**config.mk**
```make
export PLATFORM = sky130hd
export DESIGN_NAME = stopwatch_ctrl
export DESIGN_NICKNAME = d
export VERILOG_FILES = /design/src/rtl/stopwatch_pkg.sv /design/src/rtl/btn_debounce.sv /design/src/rtl/stopwatch_ctrl.sv
export SDC_FILE = /design/constraint.sdc
export NUM_CORES = 1
export LEC_CHECK = 0
export ABC_CLOCK_PERIOD_IN_PS = 2100
export BUFFER_PORTS_ARGS = -buffer_cell sky130_fd_sc_hd__buf_4
export CAP_MARGIN = 0
export CORE_UTILIZATION = 54
export CTS_BUF_LIST = sky130_fd_sc_hd__clkbuf_8
export CTS_CLUSTER_SIZE = 24
export DETAILED_ROUTE_END_ITERATION = 8
export PLACE_DENSITY = 0.78
export REMOVE_ABC_BUFFERS = 1
export SYNTH_ARGS = -nofsm -noshare
export SYNTH_HDL_FRONTEND = slang
export SYNTH_SLANG_ARGS = --single-unit
```
**constraint.sdc**
```tcl
create_clock -name clk -period 2.1 [get_ports clk]
set_clock_uncertainty 0.05 [all_clocks]
set_input_delay 0.42 -clock clk [delete_from_list [all_inputs] [get_ports clk]]
set_output_delay 0.42 -clock clk [all_outputs]
set_load 0.05 [all_outputs]
```
**src/rtl/stopwatch_pkg.sv**
```systemverilog
// Shared definitions for the stopwatch controller: state encodings,
// digit width and the default debounce interval for a 50 MHz board clock.
package stopwatch_pkg;

   typedef enum logic [1:0] {
      IDLE  = 2'd0,
      RUN   = 2'd1,
      LAP   = 2'd2,
      PAUSE = 2'd3
   } sw_state_t;

   localparam int DIGIT_W       = 4;
   localparam int CLK_HZ        = 50_000_000;
   localparam int DB_CYCLES_DEF = 1_000_000;

endpackage

```
**src/rtl/btn_debounce.sv**
```systemverilog
// Debounces one raw push-button: 2-flop synchronizer, hold-time counter,
// and a one-cycle registered pulse on each accepted press (0->1 of level).
module btn_debounce #(
   parameter int DB_CYCLES = 1_000_000,
   parameter int DB_W      = 20
) (
   input  logic clk,
   input  logic clr,
   input  logic btn_raw,
   output logic level,
   output logic press
);

   localparam logic [DB_W-1:0] CNT_MAX = DB_W'(DB_CYCLES - 1);

   logic            sync1;
   logic            sync2;
   logic [DB_W-1:0] cnt;

   // Bring the asynchronous button level into the clk domain
   always_ff @(posedge clk or posedge clr) begin
      if (clr) begin
         sync1 <= 1'b0;
         sync2 <= 1'b0;
      end else begin
         sync1 <= btn_raw;
         sync2 <= sync1;
      end
   end

   // Accept a new level only after it has differed for DB_CYCLES cycles in a row
   always_ff @(posedge clk or posedge clr) begin
      if (clr) begin
         cnt   <= '0;
         level <= 1'b0;
         press <= 1'b0;
      end else begin
         press <= 1'b0;
         if (sync2 == level) begin
            cnt <= '0;
         end else if (cnt == CNT_MAX) begin
            level <= sync2;
            press <= sync2;
            cnt   <= '0;
         end else begin
            cnt <= cnt + 1'b1;
         end
      end
   end

endmodule

```
**src/rtl/stopwatch_ctrl.sv**
```systemverilog
// Stopwatch mode controller: turns debounced start/stop and lap/reset presses
// into go/stop/timer_clr pulses for the timer and selects live or lap digits
// for the display.
module stopwatch_ctrl
   import stopwatch_pkg::*;
#(
   parameter int DB_CYCLES = DB_CYCLES_DEF,
   parameter int DB_W      = 20
) (
   input  logic               clk,
   input  logic               clr,
   input  logic               btn_ss,
   input  logic               btn_lap,
   input  logic [DIGIT_W-1:0] d3,
   input  logic [DIGIT_W-1:0] d2,
   input  logic [DIGIT_W-1:0] d1,
   input  logic [DIGIT_W-1:0] d0,
   output logic               go,
   output logic               stop,
   output logic               timer_clr,
   output logic [DIGIT_W-1:0] disp3,
   output logic [DIGIT_W-1:0] disp2,
   output logic [DIGIT_W-1:0] disp1,
   output logic [DIGIT_W-1:0] disp0,
   output logic               running,
   output logic               lap_led
);

   sw_state_t                 state;
   sw_state_t                 state_nxt;
   logic                      go_nxt;
   logic                      stop_nxt;
   logic                      tclr_nxt;
   logic                      capture;
   logic [4*DIGIT_W-1:0]      lap_q;
   logic                      ssp;
   logic                      lapp;
   logic                      unused_ss_level;
   logic                      unused_lap_level;

   btn_debounce #(.DB_CYCLES(DB_CYCLES), .DB_W(DB_W)) u_db_ss (
      .clk     (clk),
      .clr     (clr),
      .btn_raw (btn_ss),
      .level   (unused_ss_level),
      .press   (ssp)
   );

   btn_debounce #(.DB_CYCLES(DB_CYCLES), .DB_W(DB_W)) u_db_lap (
      .clk     (clk),
      .clr     (clr),
      .btn_raw (btn_lap),
      .level   (unused_lap_level),
      .press   (lapp)
   );

   // Mode transitions; start/stop takes priority when both presses coincide
   always_comb begin
      state_nxt = state;
      go_nxt    = 1'b0;
      stop_nxt  = 1'b0;
      tclr_nxt  = 1'b0;
      capture   = 1'b0;
      case (state)
         IDLE: begin
            if (ssp) begin
               state_nxt = RUN;
               go_nxt    = 1'b1;
            end
         end
         RUN: begin
            if (ssp) begin
               state_nxt = PAUSE;
               stop_nxt  = 1'b1;
            end else if (lapp) begin
               state_nxt = LAP;
               capture   = 1'b1;
            end
         end
         LAP: begin
            if (ssp) begin
               state_nxt = PAUSE;
               stop_nxt  = 1'b1;
            end else if (lapp) begin
               state_nxt = RUN;
            end
         end
         PAUSE: begin
            if (ssp) begin
               state_nxt = RUN;
               go_nxt    = 1'b1;
            end else if (lapp) begin
               state_nxt = IDLE;
               tclr_nxt  = 1'b1;
            end
         end
         default: state_nxt = IDLE;
      endcase
   end

   // State, one-cycle timer command pulses and the lap snapshot
   always_ff @(posedge clk or posedge clr) begin
      if (clr) begin
         state     <= IDLE;
         go        <= 1'b0;
         stop      <= 1'b0;
         timer_clr <= 1'b0;
         lap_q     <= '0;
      end else begin
         state     <= state_nxt;
         go        <= go_nxt;
         stop      <= stop_nxt;
         timer_clr <= tclr_nxt;
         if (capture) begin
            lap_q <= {d3, d2, d1, d0};
         end
      end
   end

   // Status LEDs and display source come straight from the registered state
   always_comb begin
      running = (state == RUN) || (state == LAP);
      lap_led = (state == LAP);
      if (state == LAP) begin
         {disp3, disp2, disp1, disp0} = lap_q;
      end else begin
         {disp3, disp2, disp1, disp0} = {d3, d2, d1, d0};
      end
   end

endmodule
```
======== Word-level counts from Yosys, hierarchy flattened ========
Index checks and enable logic that the tools add are counted.
cells by class
  bitwise logic cells ..................... 2
  add/subtract/negate cells ............... 2
  multiplexer cells ....................... 27
  eq/ne operators ......................... 11
  reduce and logical (&&, ||, !) cells .... 7
operator list
  kind                     number
  $mux W20                 4
  $add A20 B1 Y20 const B  2
  $eq A20 B20 Y1 const B   2
  $mux W4                  4
  $mux W2                  7
  $mux W1                  11
  $ne A3 B1 Y1 const B     3
  $pmux W2 S4              1
  $eq A2 B2 Y1 const B     2
  $reduce_and A2 Y1        2
  $reduce_and A4 Y1        1
  $reduce_or A2 Y1         2
  $eq A1 B1 Y1             2
  $eq A2 B1 Y1 const B     1
  $logic_not A2 Y1         1
  $ne A2 B1 Y1 const B     1
  $not A1 Y1               2
  $logic_or A1 B1 Y1       1
word-level totals
  output and inout port bits .............. 21
  input bits .............................. 20
  register bits after elaboration ......... 69
  word-level logic and storage cells ...... 64

======== Logic depth before layout (Yosys ltp) ========
  depth after elaboration ................. 3
  depth in mapped cells ................... 7
  depth with buffers taken out ............ 6

======== Modules after synthesis ========
Synthesis repeated with hierarchy kept, for this count alone.
unflattened totals
  cell total of the unflattened synthesis .. 294
  area, all modules ....................... 3445.8 sq um
by module, submodules not included
  module          seq. area each (sq um)  instances  area an instance (sq um)  cells an instance
  btn_debounce    600.6                   2          1188.6                    108
  stopwatch_ctrl  525.5                   1          1068.5                    78

======== Worst setup path before layout ========
No wires, ideal clock.
  path type ............................... flip-flop to output port
  start ................................... register state[0]
  end ..................................... output disp1[0]
  arrival ................................. 2187 ps
  required time ........................... 1630 ps
  setup slack ............................. -557 ps
  cell stages (with the launch flop) ...... 6
  buffers on the path ..................... 2
  cells stage by stage .................... dfrtp_1 inv_1 ha_1 clkbuf_1 buf_1 mux2_2
between the ends
  longest elaborated chain between the ends .. 2
ends and longest elaborated chain
  what                    line                   text
  start, declared         stopwatch_ctrl.sv:29   sw_state_t state;
  start signal, assigned  stopwatch_ctrl.sv:110  state <= state_nxt;
  $eq A2 B2 Y1            --
  via lap_led             stopwatch_ctrl.sv:26   output logic lap_led
  $mux W4                 stopwatch_ctrl.sv:124  if (state == LAP) begin
  end, declared           stopwatch_ctrl.sv:23   output logic [DIGIT_W-1:0] disp1,
The timed path passes the listed nets, and every way through them passes these cells.

======== Final worst setup path ========
  start ................................... register state[0]
  end ..................................... output disp3[2]
between the ends
  longest elaborated chain between the ends .. 2
ends and longest elaborated chain
  what           line                   text
  $eq A2 B2 Y1   stopwatch_ctrl.sv:124
  $mux W4        stopwatch_ctrl.sv:124
  end, declared  stopwatch_ctrl.sv:21   output logic [DIGIT_W-1:0] disp3,
No other way between the ends.

==> results.yml <==
outcome:
  outcome: "complete, but fails checks"
  violations: "setup timing"
synthesis:
  synth_area_leaders: "dfrtp_1 (52%), mux2_2 (11%), xnor2_1 (6.8%)"
  syn-cell-area_um2: 3340
  synthDistinctLibCells: 38
  synth.avg_cell_area_um2: 11.2
  postSynthCellCount: 299
  synthFlopType: "dfrtp_1"
  yosys.area.top_type: "dfrtp_1"
  async_flop_share_pct: 100
  yosysMostFrequentCell: "dfrtp_1"
  yosys-top-cells-count: "dfrtp_1 (69), nor2_1 (37), mux2_2 (33)"
  yosysWarnings: 0
  synth_top_area_share_pct: 51.7
  yosysSeqAreaShare_pct: 51.7
  synth_seq_cells: 69
  synth-edff-count: 0
critical_path:
  slowest_delay_ns: 0.39
  worst-setup-path-type: "reg2out"
  crit_path_max_fanout: 9
  critPathLaunchType: "flop"
  crit_chain: "inv_2, ha_4, buf_12, mux2_2, buf_6"
  crit_family: "flip-flops"
  critical_path_buf_inv_count: 3
  required_ns: 1.63
  cp.arrival_ns: 1.66
  cp-end-kind: "output port"
  crit_slowest_cell: "dfrtp_1"
cells_and_area:
  final_area_um2: 4170
  syn2layout_area_growth_pct: 25.0
  drive_above_1_share_pct: 32.8
  nets: 384
  fill_cells: 418
  layout.cells.non_filler: 438
  diodes: 0
power:
  p_per_area_nw_per_um2: 650
  power.sequential.fraction_pct: 50.7
  switching_share_pct: 22.9
  p_leak_nw: 1.82
  ir_drop_mv: 0.549
  clockPowerShare_pct: 41.0
  pwr-share-comb_pct: 8.3
  p_int_w: 0.00209
  p_switching_w: 0.000621
routing:
  vias: 2409
  drtPass1Iterations: 5
  drc: 0
  vias_per_cell: 5.50
  drtAntennaViolNets: 0
  drtIter0Drc: 128
  postRouteWirelength_um: 6370
  wire_per_inst_um: 14.5
floorplanning:
  io_pins: 41
  core_area_um2: 5960
  start_util_pct: 56.1
  fp-row-count: 28
  die_x_um: 80.6
  dieArea_um2: 6500
  die_h_um: 80.6
sta:
  rsz0062_at_grt: "yes"
  layout_min_cycle_time_ns: 2.13
  slew-limit-headroom_pct: 69.1
  slew_viol_final: 0
  fin_crit_sh_pct: 101
  fin_ws_ns: -0.0293
  tightest_slew_ns: 0.461
  hold_violations: 0
  holdWs_ns: 0.0910
  setup-violations-final: 15
  max_freq_mhz: 470
clock_network:
  cts_hold_buffers: 0
  cts_buffers: 9
  tritoncts: "done"
  cts.sinks: 69
  cts.htree.levels: 3
  cts_root_buf: "clkbuf_8"
  clock_path_buffers: 2
  clk_pin_slew_ns: 0.07
  clk_latency_ns: 0.35
hold_path:
  hp-class: "in2async"
global_route:
  grt.total_usage_pct: 21.7
  grt_pass1_vias: 2354
  grt_overflow_total: 0
  antenna_found_initial: 0
  grt_max_degree: 70
  grt_pass1_wl_um: 10600
place:
  detailed_place.area_um2: 3830
  dp.cells: 418
  port_buffers: 40
  dp_hpwl_um: 4310
  gp_congestion: 0.782
run:
  maxCapViolCount: 0
-- placed cells by master (no fill, tap or decap), types with 2 or more instances in the layout --
cell,Yosys,final
dfrtp_1,69,68
clkbuf_8,0,12
nand4_2,2,2
inv_2,0,2
a21oi_1,8,8
nor4b_1,2,2
nand4_1,9,9
o21ai_0,5,5
or3_1,5,5
nor4_1,10,10
nand3_1,12,12
mux2_2,33,32
buf_6,0,15
xnor2_1,26,26
or4_4,2,2
nor3_1,10,10
xor2_1,7,7
nand4b_1,2,2
buf_12,0,3
and2_1,2,2
ha_1,6,5
inv_1,12,11
nand2_1,11,11
nor2_1,37,37
mux2_4,1,2
and3_1,6,6
buf_4,1,36
-- per-layer routing --
| metal | global-route usage (%) | vias to the layer above | wire length (um) |
|---|---|---|---|
| met3 | 5.11 | 12 | 239 |
| met5 | 0 | - | 0 |
| met1 | 26.0 | 1182 | 2780 |
| met4 | 9.82 | 0 | 112 |
| li1 | - | 1170 | - |
| met2 | 36.7 | 45 | 3240 |
-- power by group through the flow --
stage / Clock (W) / Combinational (W) / Sequential, W
4_1_cts: 0.00114 / 0.000228 / 0.00138
3_5_place_dp: 0 / 0.000213 / 0.00140
6_report: 0.00111 / 0.000225 / 0.00138
5_1_grt: 0.00120 / 0.000244 / 0.00138
3_3_place_gp: 0 / 0.000211 / 0.00140
2_1_floorplan: 0 / 0.000133 / 0.00140
-- flip-flops by register name (all words and copies together), names as in the netlist --
| register | flops |
|---|---|
| go | 1 |
| lap_q | 16 |
| state | 2 |
| stop | 1 |
| timer_clr | 1 |
| u_db_lap.cnt | 20 |
| u_db_lap.level | 1 |
| u_db_lap.press | 1 |
| u_db_lap.sync1 | 1 |
| u_db_lap.sync2 | 1 |
| u_db_ss.cnt | 20 |
| u_db_ss.level | 1 |
| u_db_ss.press | 1 |
| u_db_ss.sync1 | 1 |
| u_db_ss.sync2 | 1 |
-- stage by stage --
| step | setup slack [ns] | power [W] | util [%] | setup TNS (ns) |
|---|---|---|---|---|
| 2_1_floorplan | -0.349 | 0.00153 | - | -18.52 |
| 3_3_place_gp | 0.187 | 0.00161 | 64.3 | 0 |
| 3_5_place_dp | 0.153 | 0.00161 | 64.3 | 0 |
| 4_1_cts | -0.0372 | 0.00275 | 70.1 | -0.313 |
| 5_1_grt | -0.0846 | 0.00282 | 70.1 | -1.13 |
| 6_report | -0.0293 | 0.00271 | 70.1 | -0.306 |
-- worst paths after layout --
path / start / endpoint / slack, ns / cells after the start
worst max-delay path: state[0] / disp3[2] / -0.03 / 5
worst min-delay path: clr / lap_q[3] / 0.09 / 3
worst max register to register: u_db_ss.cnt[0] / u_db_ss.cnt[18] / 0.18 / 5
worst min register to register: u_db_ss.sync1 / u_db_ss.sync2 / 0.30 / 0
max in group asynchronous: clr / u_db_lap.cnt[3] / 1.61 / 3
min in group clk: btn_ss / u_db_ss.sync1 / 0.13 / 1
-- worst min-delay path: stages --
cell	delay, ns
buf_4	0.11
inv_2	0.06
buf_12	0.31
-- cell families (layout without fill, tap and decap cells) --
| family | Yosys count | in the layout | synth area share, % |
|---|---|---|---|
| XOR/XNOR | 33 | 33 | 8.66 |
| multiplexers | 34 | 34 | 11.6 |
| buffers and inverters | 20 | 84 | 2.36 |
| AO/OA/AOI/OAI | 19 | 19 | 3.90 |
| flip-flops | 69 | 69 | 51.7 |
| AND/OR/NAND/NOR | 118 | 118 | 19.5 |
| adder cells (fa/ha/maj) | 6 | 6 | 2.25 |
-- what timing repair did --
item,CTS,global route
setup endpoints to repair,16,16
gates resized for setup,23,0
gates cloned,1,0
setup buffers,3,0
-- area by class of cell --
cell class | count | area (um^2) | share of cell area, %
clock buffers | 12 | 165 | 3.96
clock inverters | 4 | 46.3 | 1.11
inverters | 12 | 45.0 | 1.08
multi-input cells | 210 | 1550 | 37.2
flip-flops and latches | 69 | 1730 | 41.4
well taps | 75 | 93.8 | 2.25
repair buffers | 56 | 542 | 13.0
(Power assumes the default switching activity.)
